File: src/rtl/fp_addsub_ctrl.sv
// Operand screening and sequencing stage in front of a registered single-precision add/sub core.
// Special operand pairs are answered directly. All other pairs go through the core, and exponent overflow saturates to infinity.
module fp_addsub_ctrl (
  input  logic        clk,
  input  logic        rst_n,
  input  logic        in_valid,
  output logic        in_ready,
  input  logic [31:0] in_a,
  input  logic [31:0] in_b,
  input  logic        in_op,
  output logic [31:0] core_a,
  output logic [31:0] core_b,
  output logic        core_as,
  input  logic [31:0] core_o,
  output logic        out_valid,
  input  logic        out_ready,
  output logic [31:0] out_result,
  output logic [3:0]  out_flags
);

  localparam int unsigned W  = 32;
  localparam int unsigned EW = 8;
  localparam int unsigned MW = 23;
  localparam int unsigned FW = 4;

  localparam logic [W-1:0]  QNAN     = 32'h7FC0_0000;
  localparam logic [FW-1:0] F_NAN_BP = 4'b1001;
  localparam logic [FW-1:0] F_INF_BP = 4'b0101;
  localparam logic [FW-1:0] F_ZER_BP = 4'b0011;
  localparam logic [FW-1:0] F_BP     = 4'b0001;
  localparam logic [FW-1:0] F_INF    = 4'b0100;

  typedef enum logic [1:0] {S_IDLE, S_EXEC, S_CAPT, S_OUT} state_t;

  state_t        state_q, state_d;
  logic [W-1:0]  core_a_q, core_a_d, core_b_q, core_b_d;
  logic          core_as_q, core_as_d;
  logic [W-1:0]  result_q, result_d;
  logic [FW-1:0] flags_q, flags_d;
  logic          in_ready_q, in_ready_d, out_valid_q, out_valid_d;

  logic [EW-1:0] exp_a, exp_b;
  logic          sb_eff, a_nan, b_nan, a_inf, b_inf, a_zero, b_zero;
  logic          byp_hit;
  logic [W-1:0]  byp_res;
  logic [FW-1:0] byp_flags;

  // Classify the incoming pair with B's sign folded with the op; denormals count as zero
  always_comb begin
    exp_a     = in_a[W-2 -: EW];
    exp_b     = in_b[W-2 -: EW];
    sb_eff    = in_b[W-1] ^ in_op;
    a_zero    = (exp_a == '0);
    b_zero    = (exp_b == '0);
    a_inf     = (exp_a == '1) && (in_a[MW-1:0] == '0);
    b_inf     = (exp_b == '1) && (in_b[MW-1:0] == '0);
    a_nan     = (exp_a == '1) && (in_a[MW-1:0] != '0);
    b_nan     = (exp_b == '1) && (in_b[MW-1:0] != '0);
    byp_hit   = 1'b1;
    byp_res   = '0;
    byp_flags = '0;
    if (a_nan || b_nan) begin
      byp_res   = QNAN;
      byp_flags = F_NAN_BP;
    end else if (a_inf && b_inf && (in_a[W-1] != sb_eff)) begin
      byp_res   = QNAN;
      byp_flags = F_NAN_BP;
    end else if (a_inf) begin
      byp_res   = in_a;
      byp_flags = F_INF_BP;
    end else if (b_inf) begin
      byp_res   = {sb_eff, in_b[W-2:0]};
      byp_flags = F_INF_BP;
    end else if (a_zero && b_zero) begin
      byp_res   = {in_a[W-1] & sb_eff, (W-1)'(0)};
      byp_flags = F_ZER_BP;
    end else if (a_zero) begin
      byp_res   = {sb_eff, in_b[W-2:0]};
      byp_flags = F_BP;
    end else if (b_zero) begin
      byp_res   = in_a;
      byp_flags = F_BP;
    end else if ((in_a[W-2:0] == in_b[W-2:0]) && (in_a[W-1] != sb_eff)) begin
      byp_res   = '0;
      byp_flags = F_ZER_BP;
    end else begin
      byp_hit   = 1'b0;
    end
  end

  always_ff @(posedge clk or negedge rst_n) begin
    if (!rst_n) begin
      state_q     <= S_IDLE;
      core_a_q    <= '0;
      core_b_q    <= '0;
      core_as_q   <= 1'b0;
      result_q    <= '0;
      flags_q     <= '0;
      in_ready_q  <= 1'b1;
      out_valid_q <= 1'b0;
    end else begin
      state_q     <= state_d;
      core_a_q    <= core_a_d;
      core_b_q    <= core_b_d;
      core_as_q   <= core_as_d;
      result_q    <= result_d;
      flags_q     <= flags_d;
      in_ready_q  <= in_ready_d;
      out_valid_q <= out_valid_d;
    end
  end

  always_comb begin
    state_d   = state_q;
    core_a_d  = core_a_q;
    core_b_d  = core_b_q;
    core_as_d = core_as_q;
    result_d  = result_q;
    flags_d   = flags_q;
    case (state_q)
      S_IDLE: begin
        if (in_valid) begin
          core_a_d  = in_a;
          core_b_d  = in_b;
          core_as_d = in_op;
          if (byp_hit) begin
            result_d = byp_res;
            flags_d  = byp_flags;
            state_d  = S_OUT;
          end else begin
            state_d  = S_EXEC;
          end
        end
      end
      S_EXEC: state_d = S_CAPT;
      S_CAPT: begin
        // Any all-ones exponent coming back from the core is an overflow; force a clean infinity
        if (core_o[W-2 -: EW] == '1) begin
          result_d = {core_o[W-1], {EW{1'b1}}, MW'(0)};
          flags_d  = F_INF;
        end else begin
          result_d = core_o;
          flags_d  = '0;
        end
        state_d = S_OUT;
      end
      S_OUT: begin
        if (out_ready) state_d = S_IDLE;
      end
      default: state_d = S_IDLE;
    endcase
    in_ready_d  = (state_d == S_IDLE);
    out_valid_d = (state_d == S_OUT);
  end

  assign in_ready   = in_ready_q;
  assign out_valid  = out_valid_q;
  assign out_result = result_q;
  assign out_flags  = flags_q;
  assign core_a     = core_a_q;
  assign core_b     = core_b_q;
  assign core_as    = core_as_q;

endmodule

File: config.mk
export PLATFORM = sky130hd
export DESIGN_NAME = fp_addsub_ctrl
export DESIGN_NICKNAME = d
export VERILOG_FILES = /design/src/rtl/fp_addsub_ctrl.sv
export SDC_FILE = /design/constraint.sdc
export NUM_CORES = 1
export LEC_CHECK = 0
export ABC_AREA = 1
export BUFFER_PORTS_ARGS = -buffer_cell sky130_fd_sc_hd__buf_2
export CAP_MARGIN = 20
export CORE_MARGIN = 2
export CORE_UTILIZATION = 37
export DETAILED_ROUTE_END_ITERATION = 8
export SLEW_MARGIN = 20
export SYNTH_ARGS = -nofsm -noshare
export SYNTH_HDL_FRONTEND = slang
export SYNTH_SLANG_ARGS = --single-unit
File: constraint.sdc
create_clock -name clk -period 1.9 [get_ports clk]
set_clock_uncertainty 0.15 [all_clocks]
set_input_delay 0.095 -clock clk [delete_from_list [all_inputs] [get_ports clk]]
set_output_delay 0.095 -clock clk [all_outputs]
set_load 0.1 [all_outputs]
After elaboration in Yosys (flattened, before gate mapping) --
Cells that the tools add are included.
Word-level totals: memory bits (writable) 0, input port bits 101, output and inout bits 103, register bits 105, word-level logic and storage cells 76, bits in latches 0, memories kept 0, bits in read-only memories 0
Cells by class: shift operators 0, multipliers 0, divide/modulo/power cells 0, add/sub/neg operators 0, order comparisons 0, bitwise gates (word level) 2, equal/unequal tests 11, muxes and demuxes 35, reduce and logical (&&, ||, !) cells 20
Operators by type and width (number):
- $mux W32 | 9
- $pmux W32 S2 | 1
- $logic_not A23 Y1 | 2
- $reduce_bool A23 Y1 | 2
- $eq A31 B31 Y1 | 1
- $mux W31 | 1
- $eq A8 B8 Y1 const B | 3
- $logic_not A8 Y1 | 2
- $mux W4 | 4
- $mux W2 | 7
- $mux W3 | 3
- $logic_and A1 B1 Y1 | 8
- $mux W1 | 8
- $pmux W2 S4 | 1
- $pmux W4 S2 | 1
- $eq A2 B2 Y1 const B | 3
- $logic_not A2 Y1 | 2
- $ne A2 B2 Y1 const B | 2
- $reduce_and A3 Y1 | 1
- $eq A2 B1 Y1 const B | 1
- $reduce_and A2 Y1 | 1
- $reduce_bool A2 Y1 | 1
- $and A1 B1 Y1 | 1
- $logic_or A1 B1 Y1 | 1
- 2 further kinds | 2

Logic depth before layout (Yosys ltp) --
Gate-level depths: netlist of run 1.
depth in word-level cells 15, gate-level depth with buffers 15, gate-level depth less buffers 14

Worst setup path after synthesis of run 1 --
OpenSTA, ideal clock, no wires.
path type input to register, from in in_op, to reg result_q[0], in the netlist out_result[0], required time 1629 ps, arrival time 1528 ps, path slack 101 ps, cell stages on the path 13, setup time 121 ps, path through xor2_1 -> ha_1 -> a21boi_1 -> nand2_1 -> nor2_1 -> nand2_1 -> nor2_1 -> nand2_1 -> nand3_4 -> nand2_8 -> clkbuf_4 -> nand3_1 -> nand2_1
Between the ends: word-level cells in the longest chain between the ends 13
RTL lines:
- start: declaration | RTL line 10 | input logic in_op,
- $xor A1 B1 Y1 (*) | RTL line 52 | sb_eff = in_b[W-1] ^ in_op;
- $ne A1 B1 Y1 (*) | RTL line 65, 83
- $logic_and A1 B1 Y1 | RTL line 83 | end else if ((in_a[W-2:0] == in_b[W-2:0]) && (in_a[W-1] != sb_eff)) begin
- $mux W1 | RTL line 83
- $mux W1 | RTL line 80 | end else if (b_zero) begin
- $mux W1 | RTL line 77 | end else if (a_zero) begin
- $mux W1 | RTL line 74 | end else if (a_zero && b_zero) begin
- $mux W1 | RTL line 71 | end else if (b_inf) begin
- $mux W1 | RTL line 68 | end else if (a_inf) begin
- $mux W1 | RTL line 65 | end else if (a_inf && b_inf && (in_a[W-1] != sb_eff)) begin
- $mux W1 | RTL line 62 | if (a_nan || b_nan) begin
- $ne A2 B2 Y1 (no source line)
- $reduce_and A3 Y1 (no source line)
- end signal: assignment | RTL line 106 | result_q <= result_d;
- end: declaration | RTL line 38 | logic [W-1:0] result_q, result_d;
Mark *: on every way between the ends. The rest lies on a longest branch, timed or not. The select of a mux whose other input is x is not followed. A chain may end at the register's enable or synchronous reset.

Final worst setup path of run 1 --
Same ends and word-level chain as after synthesis.

==> flow_metrics.py, run 1 <==
metrics = {
    "setup_path": {
        "crit_family": "simple AND/OR/NAND/NOR gates",
        "cp-start-kind": "input port",
        "worst-path-buf-inv": 2,
        "end_kind": "register",
        "path_max_fanout": 11,
        "required_ns": 2.01,
        "critPathArrivalTime_ns": 1.82,
        "crit_path_top_delay_cell": "ha_1",
        "critical_path_class": "input port to register",
        "reg2reg_from": "state_q[1]$_DFF_PN0_",
        "worst_path_largest_cell_delay_ns": 0.31,
        "crit_start": "in_op",
        "cp_cell_sequence": "buf_2 -> xor2_1 -> ha_1 -> a21boi_1 -> nand2_1 -> nor2_1 -> nand2_1 -> nor2_1 -> nand2_2 -> nand3_4 -> nand2_8 -> clkbuf_16 -> nand3_1 -> nand2_1",
        "cp_common_cell": "nand2_1",
    },
    "yosys": {
        "synth_seq_cells": 105,
        "synth_area_mm2": 0.005946,
        "synth.largest_area_cell": "dfrtp_1",
        "synth_nets": 949,
        "synth.area.top_cells": "dfrtp_1 (44%), nand2_1 (19%), o21ai_0 (8.4%)",
        "yosysMostFrequentCell": "nand2_1",
        "async_flop_share_pct": 100.0,
        "synth_edf_count": 0,
        "yosysWarnings": 0,
        "synth_cell_type_count": 31,
        "yosysTopAreaCellShare_pct": 43.77,
        "seq_area_frac_synth_pct": 44.21,
        "netlist_instances": 847,
        "ys.flop_type": "dfrtp_1",
        "syn_area_per_cell_um2": 7.020,
        "netlist_top_cells_count": "nand2_1 (306), dfrtp_1 (104), o21ai_0 (100)",
    },
    "route": {
        "drt-wirelength-per-cell_um": 16.37,
        "drtPass1Iterations": 5,
        "drt-met1-wl_um": 9699,
        "wl_met3_um": 1659,
        "via_per_inst": 4.973,
        "num_vias": 6872,
        "drcViolationCount": 0,
        "detail-route-antenna-nets": 0,
        "dr_wl_met2_um": 10730,
        "drtIter0Drc": 564,
        "highest_layer": "met4",
        "routed_wl_um": 22630,
    },
    "layout": {
        "layout-area-overhead-vs-synth_pct": 46.68,
        "fin_nets": 1262,
        "final_cells": 1382,
        "utilization_pct": 55.30,
        "drive_gt1_share_pct": 28.07,
    },
    "power": {
        "pwr-share-comb_pct": 65.2,
        "seq_power_share_pct": 23.3,
        "p_leak_nw": 4.786,
        "p_sw_mw": 10.27,
        "switching_share_pct": 63.94,
        "clkPwrFrac_pct": 11.6,
        "vdd_drop_max_mv": 1.374,
        "p_per_area_mw_per_mm2": 1843,
        "power.internal_mw": 5.795,
    },
    "timing": {
        "tightestPinTransition_ns": 0.5256,
        "slew_headroom_pct": 65.20,
        "fmax_mhz": 583.0,
        "finalHoldViolations": 0,
        "rsz0062_at_grt": "no",
        "tns_ns": 0,
        "fin_crit_sh_pct": 90.28,
        "min_period_ns": 1.715,
        "setup_violations": 0,
        "drv_slew": 0,
    },
    "cts": {
        "clk_pin_slew_worst_paths_ns": 0.08,
        "htreeDepth": 3,
        "cts.sinks": 105,
        "insertion_delay_ns": 0.36,
        "cts_tree": "yes",
        "clockBufferDepth": 2,
        "clockRootBuffer": "clkbuf_16",
        "cts_inserted_buffers": 9,
    },
    "floorplanning": {
        "dieArea_mm2": 0.01710,
        "dieHeight_um": 130.8,
        "fp-row-count": 46,
        "die_x_um": 130.8,
        "core_mm2": 0.01577,
        "initial_core_util_pct": 37.70,
        "ios": 204,
    },
    "placed_design": {
        "dpl.cell_count": 1293,
        "io_buffers": 203,
        "hpwl_um": 16380,
        "gp_congestion": 0.8795,
    },
    "grt": {
        "grt_pass1_vias": 6430,
        "grt_usage_pct": 26.46,
        "grt_antenna_before_repair": 0,
        "grt_pass1_wl_um": 34210,
        "grt_max_degree": 99,
        "grt_remaining_overflow": 0,
    },
    "run_status": {
        "status": "complete, no violations",
    },
    "run": {
        "drv_cap": 0,
    },
    "worst_hold_path": {
        "hold_class": "input port to register",
        "min_from": "in_a[17]",
    },
}
-- path summary, 6_finish.rpt --
kind                       slack (ns)  cells after the start                          to
max                              0.18                     14   out_result[0]$_DFFE_PN0P_
min                              0.01                      4      core_a[17]$_DFFE_PN0P_
max reg2reg                      0.23                      7  out_result[20]$_DFFE_PN0P_
min reg2reg                      0.33                      2      core_b[14]$_DFFE_PN0P_
max in group asynchronous        0.93                      3          in_ready$_DFF_PN1_
min in group asynchronous        0.07                      2      core_a[16]$_DFFE_PN0P_
-- metrics by stage --
stage          hold slack (ns)  instance area (um2)  worst slack [ns]  power, mW
3_5_place_dp          -0.08515                 7670           -0.1777      14.06
2_1_floorplan          -0.3506                 5946            0.1014      12.12
5_1_grt                0.02813                 8718           0.05238      16.79
4_1_cts               0.003773                 8648          0.001854      16.06
3_3_place_gp          -0.08719                 7670           -0.1346      13.99
6_report               0.01074                 8721            0.1847      16.07
-- sequential cells by signal, summed over array words and instances, names as in the netlist --
register and count:
core_a 32, core_b 32, out_result 32, out_flags 4, state_q 2, core_as 1, in_ready 1, out_valid 1
-- final cells by class --
| type | instances | area (um2) |
|---|---|---|
| Antenna cell | 1 | 2.502 |
| Clock buffer | 10 | 239.0 |
| Clock inverter | 6 | 48.80 |
| Fill cell | 1622 | 7049 |
| Inverter | 91 | 345.3 |
| Multi-Input combinational cell | 608 | 2811 |
| Sequential cell | 105 | 2629 |
| Tap cell | 216 | 270.3 |
| Timing Repair Buffer | 345 | 2375 |
-- power by group through the flow --
stage / logic (mW) / clock network [mW] / registers [mW]
2_1_floorplan: 1.78 / 0 / 10.3
3_3_place_gp: 10.2 / 0 / 3.77
3_5_place_dp: 10.3 / 0 / 3.76
4_1_cts: 10.4 / 1.89 / 3.73
5_1_grt: 11.0 / 2.00 / 3.83
6_report: 10.5 / 1.86 / 3.74
-- layer usage --
layer  vias to the layer above  track usage (%)
met5                         -                0
met4                         0            9.136
met3                        32            4.397
met2                       288            43.54
met1                      3197            35.56
li1                       3355                -
-- logic make-up after synthesis --
kind of cell,after synthesis,synth area share (%)
mux,2,0.3788
flops,105,44.21
simple gates,481,34.79
xor+xnor,8,1.178
fa+ha+maj,1,0.2104
buf+inv,136,9.512
compound gates,114,9.722
-- worst reg2reg max path, delay by kind of cell, from the launching register on --
| kind | cells | cell delay (ns) |
|---|---|---|
| buffers and inverters | 3 | 0.60 |
| DFF | 1 | 0.43 |
| and+or+nand+nor | 4 | 0.38 |
-- cells in the final DEF (no fill, tap or decap), types with 3 or more instances in the layout --
cell type      Yosys  layout
nand2_1          306     303
buf_2              8     202
dfrtp_1          104     104
o21ai_0          100     100
nand3_1           88      88
inv_1             75      74
dlygate4sd3_1      0      69
buf_4              4      65
nor2_1            43      41
nand4_1           35      35
inv_2             14      15
o21ai_1           11      11
clkbuf_16          0      10
buf_12             0       8
xnor2_1            7       7
nor2_2             2       3
nand2_2            1       3
nand2_8            2       3
clkinvlp_4         0       3
-- timing repair --
action                     in CTS  in global routing
setup endpoints to repair       0                 38
hold endpoints to repair      173                  3
hold buffers                   69                  3
gates resized for setup         0                  6
buffers inserted                0                  0
(Power assumes the default switching activity.)
==> run 2, diff against run 1 <==
--- a/config.mk
+++ b/config.mk
@@ -6,7 +6,7 @@
 export NUM_CORES = 1
 export LEC_CHECK = 0
 export ABC_AREA = 1
-export BUFFER_PORTS_ARGS = -buffer_cell sky130_fd_sc_hd__buf_2
+export BUFFER_PORTS_ARGS = -buffer_cell sky130_fd_sc_hd__clkbuf_2
 export CAP_MARGIN = 20
 export CORE_MARGIN = 2
 export CORE_UTILIZATION = 37
==> run 2 against run 1 <==
Setup slack worse by 0.090 ns. Non-clock buffer count up 1. Core utilization up 0.44 points. Die area unchanged. Worst hold slack better by 0.0087 ns. Critical path depth up 1. Fmax down 5.0%.
==> flow_metrics.py, run 2 (synthesis gave the netlist of run 1 again) <==
metrics = {
    "cts": {
        "clk_pin_slew_worst_paths_ns": 0.08,
        "cts.sinks": 105,
        "clockRootBuffer": "clkbuf_16",
        "clockBufferDepth": 2,
        "cts_inserted_buffers": 9,
        "insertion_delay_ns": 0.35,
        "htreeDepth": 3,
        "cts_tree": "yes",
    },
    "worst_hold_path": {
        "min_from": "in_a[14]",
        "hold_end": "core_a[14]$_DFFE_PN0P_",
        "hold_path_depth": 4,
        "hold_class": "input port to register",
    },
    "setup_path": {
        "worst_path_largest_cell_delay_ns": 0.56,
        "critical_path_class": "input port to register",
        "end_kind": "register",
        "r2r_slack_ns": 0.24,
        "cp_cell_sequence": "clkbuf_2 -> dlygate4sd3_1 -> inv_2 -> nand2_1 -> nand2_1 -> nand2_1 -> nor2_1 -> nand2_1 -> nor2_2 -> nand2_2 -> nand3_4 -> nand2_8 -> clkbuf_16 -> nand3_1 -> nand2_1",
        "r2r_end": "core_b[3]$_DFFE_PN0P_",
        "path_max_fanout": 7,
        "critPathArrivalTime_ns": 1.90,
        "required_ns": 2.00,
        "crit_path_top_delay_cell": "dlygate4sd3_1",
        "rr_worst_depth": 7,
        "cp-start-kind": "input port",
        "reg2reg_from": "state_q[0]$_DFF_PN0_",
        "cp_common_cell": "nand2_1",
    },
    "timing": {
        "finalHoldViolations": 0,
        "tightestPinTransition_ns": 0.5842,
        "setup_violations": 0,
        "drv_slew": 0,
        "fin_crit_sh_pct": 94.99,
        "min_period_ns": 1.805,
        "slew_headroom_pct": 61.22,
        "fmax_mhz": 554.1,
    },
    "floorplanning": {
        "die_x_um": 130.8,
        "fp-row-count": 46,
        "core_mm2": 0.01577,
        "dieHeight_um": 130.8,
        "ios": 204,
        "dieArea_mm2": 0.01710,
        "initial_core_util_pct": 37.70,
    },
    "grt": {
        "grt_remaining_overflow": 0,
        "grt_usage_pct": 26.23,
        "grt_max_degree": 60,
        "grt_pass1_wl_um": 34180,
        "grt_antenna_before_repair": 0,
        "grt_pass1_vias": 6492,
    },
    "route": {
        "drtPass1Iterations": 5,
        "detail-route-antenna-nets": 0,
        "drcViolationCount": 0,
        "routed_wl_um": 22520,
        "drt-wirelength-per-cell_um": 16.30,
        "via_per_inst": 4.929,
        "drtIter0Drc": 418,
        "num_vias": 6812,
    },
    "power": {
        "p_per_area_mw_per_mm2": 1826,
        "report.power.total_mw": 16.05,
        "vdd_drop_max_mv": 1.447,
        "p_leak_nw": 4.813,
    },
    "layout": {
        "fillers": 1578,
        "diodes": 0,
        "fin_nets": 1263,
        "layout-area-overhead-vs-synth_pct": 47.83,
        "layout_common_cells": "nand2_1 (304), clkbuf_2 (202), dfrtp_1 (104)",
        "utilization_pct": 55.74,
        "drive_gt1_share_pct": 28.13,
        "layout_commonest_cell": "nand2_1",
    },
    "run_status": {
        "status": "complete, no violations",
    },
    "placed_design": {
        "gp_congestion": 0.8948,
        "io_buffers": 203,
        "hpwl_um": 16460,
    },
    "run": {
        "drv_cap": 0,
    },
}
run 2: worst max path at each step:
stage | from | to | cells after the start
final | in_a[7] | out_result[1]$_DFFE_PN0P_ | 15
after global routing | in_op | out_result[21]$_DFFE_PN0P_ | 14
after CTS | in_b[1] | out_flags[1]$_DFFE_PN0P_ | 14
after detailed placement | in_op | out_flags[1]$_DFFE_PN0P_ | 14
after global placement | in_op | out_flags[1]$_DFFE_PN0P_ | 14
after floorplan | in_op | out_result[0]$_DFFE_PN0P_ | 13
run 2: where the power goes:
part	internal, mW	switching [mW]	total, mW	leakage [nW]
sequential	3.19	0.581	3.77	1.35
clock	0.970	0.879	1.85	0.142
combinational	1.64	8.79	10.4	3.32
total	5.80	10.2	16.0	4.81
run 2: layer usage:
metal	track usage, %	routed length [um]	vias to the layer above	part of all wire, %
li1	-	-	3353	-
met1	36.23	9941	3166	44
met2	41.82	10390	262	46
met3	4.357	1586	31	7.0
met4	9.324	601	0	2.7
met5	0	0	-	0
run 2: metrics by stage:
step           cell area [um2]  worst slack, ns  hold slack [ns]  cells  TNS (ns)
3_5_place_dp              7645          -0.1914         -0.06872   1288    -5.258
6_report                  8790          0.09516          0.01947   1382         0
4_1_cts                   8657         0.005769         0.007178   1376         0
5_1_grt                   8790         -0.02841          0.03815   1382   -0.4225
3_3_place_gp              7645          -0.1312         -0.06937   1288    -3.492
2_1_floorplan             5946           0.1014          -0.3506    847         0
run 2: cell type report:
cell class / instances / area (um2) / share of cell area, %
multi-input cells: 608 / 2814 / 32.01
clock inverters: 5 / 38.79 / 0.4413
inverters: 91 / 345.3 / 3.929
flip-flops and latches: 105 / 2629 / 29.91
repair buffers: 346 / 2440 / 27.76
well taps: 216 / 270.3 / 3.075
clock buffers: 11 / 252.7 / 2.875
run 2: critical path: cells and delay by family:
kind	cells	cell delay (ns)
buffers and inverters	4	0.91
and+or+nand+nor	11	0.89
run 2: timing repair:
action,CTS,global route
buffers inserted,0,1
setup endpoints to repair,0,38
hold buffers,72,2
resized for setup,0,10
endpoints found under the hold margin,176,2
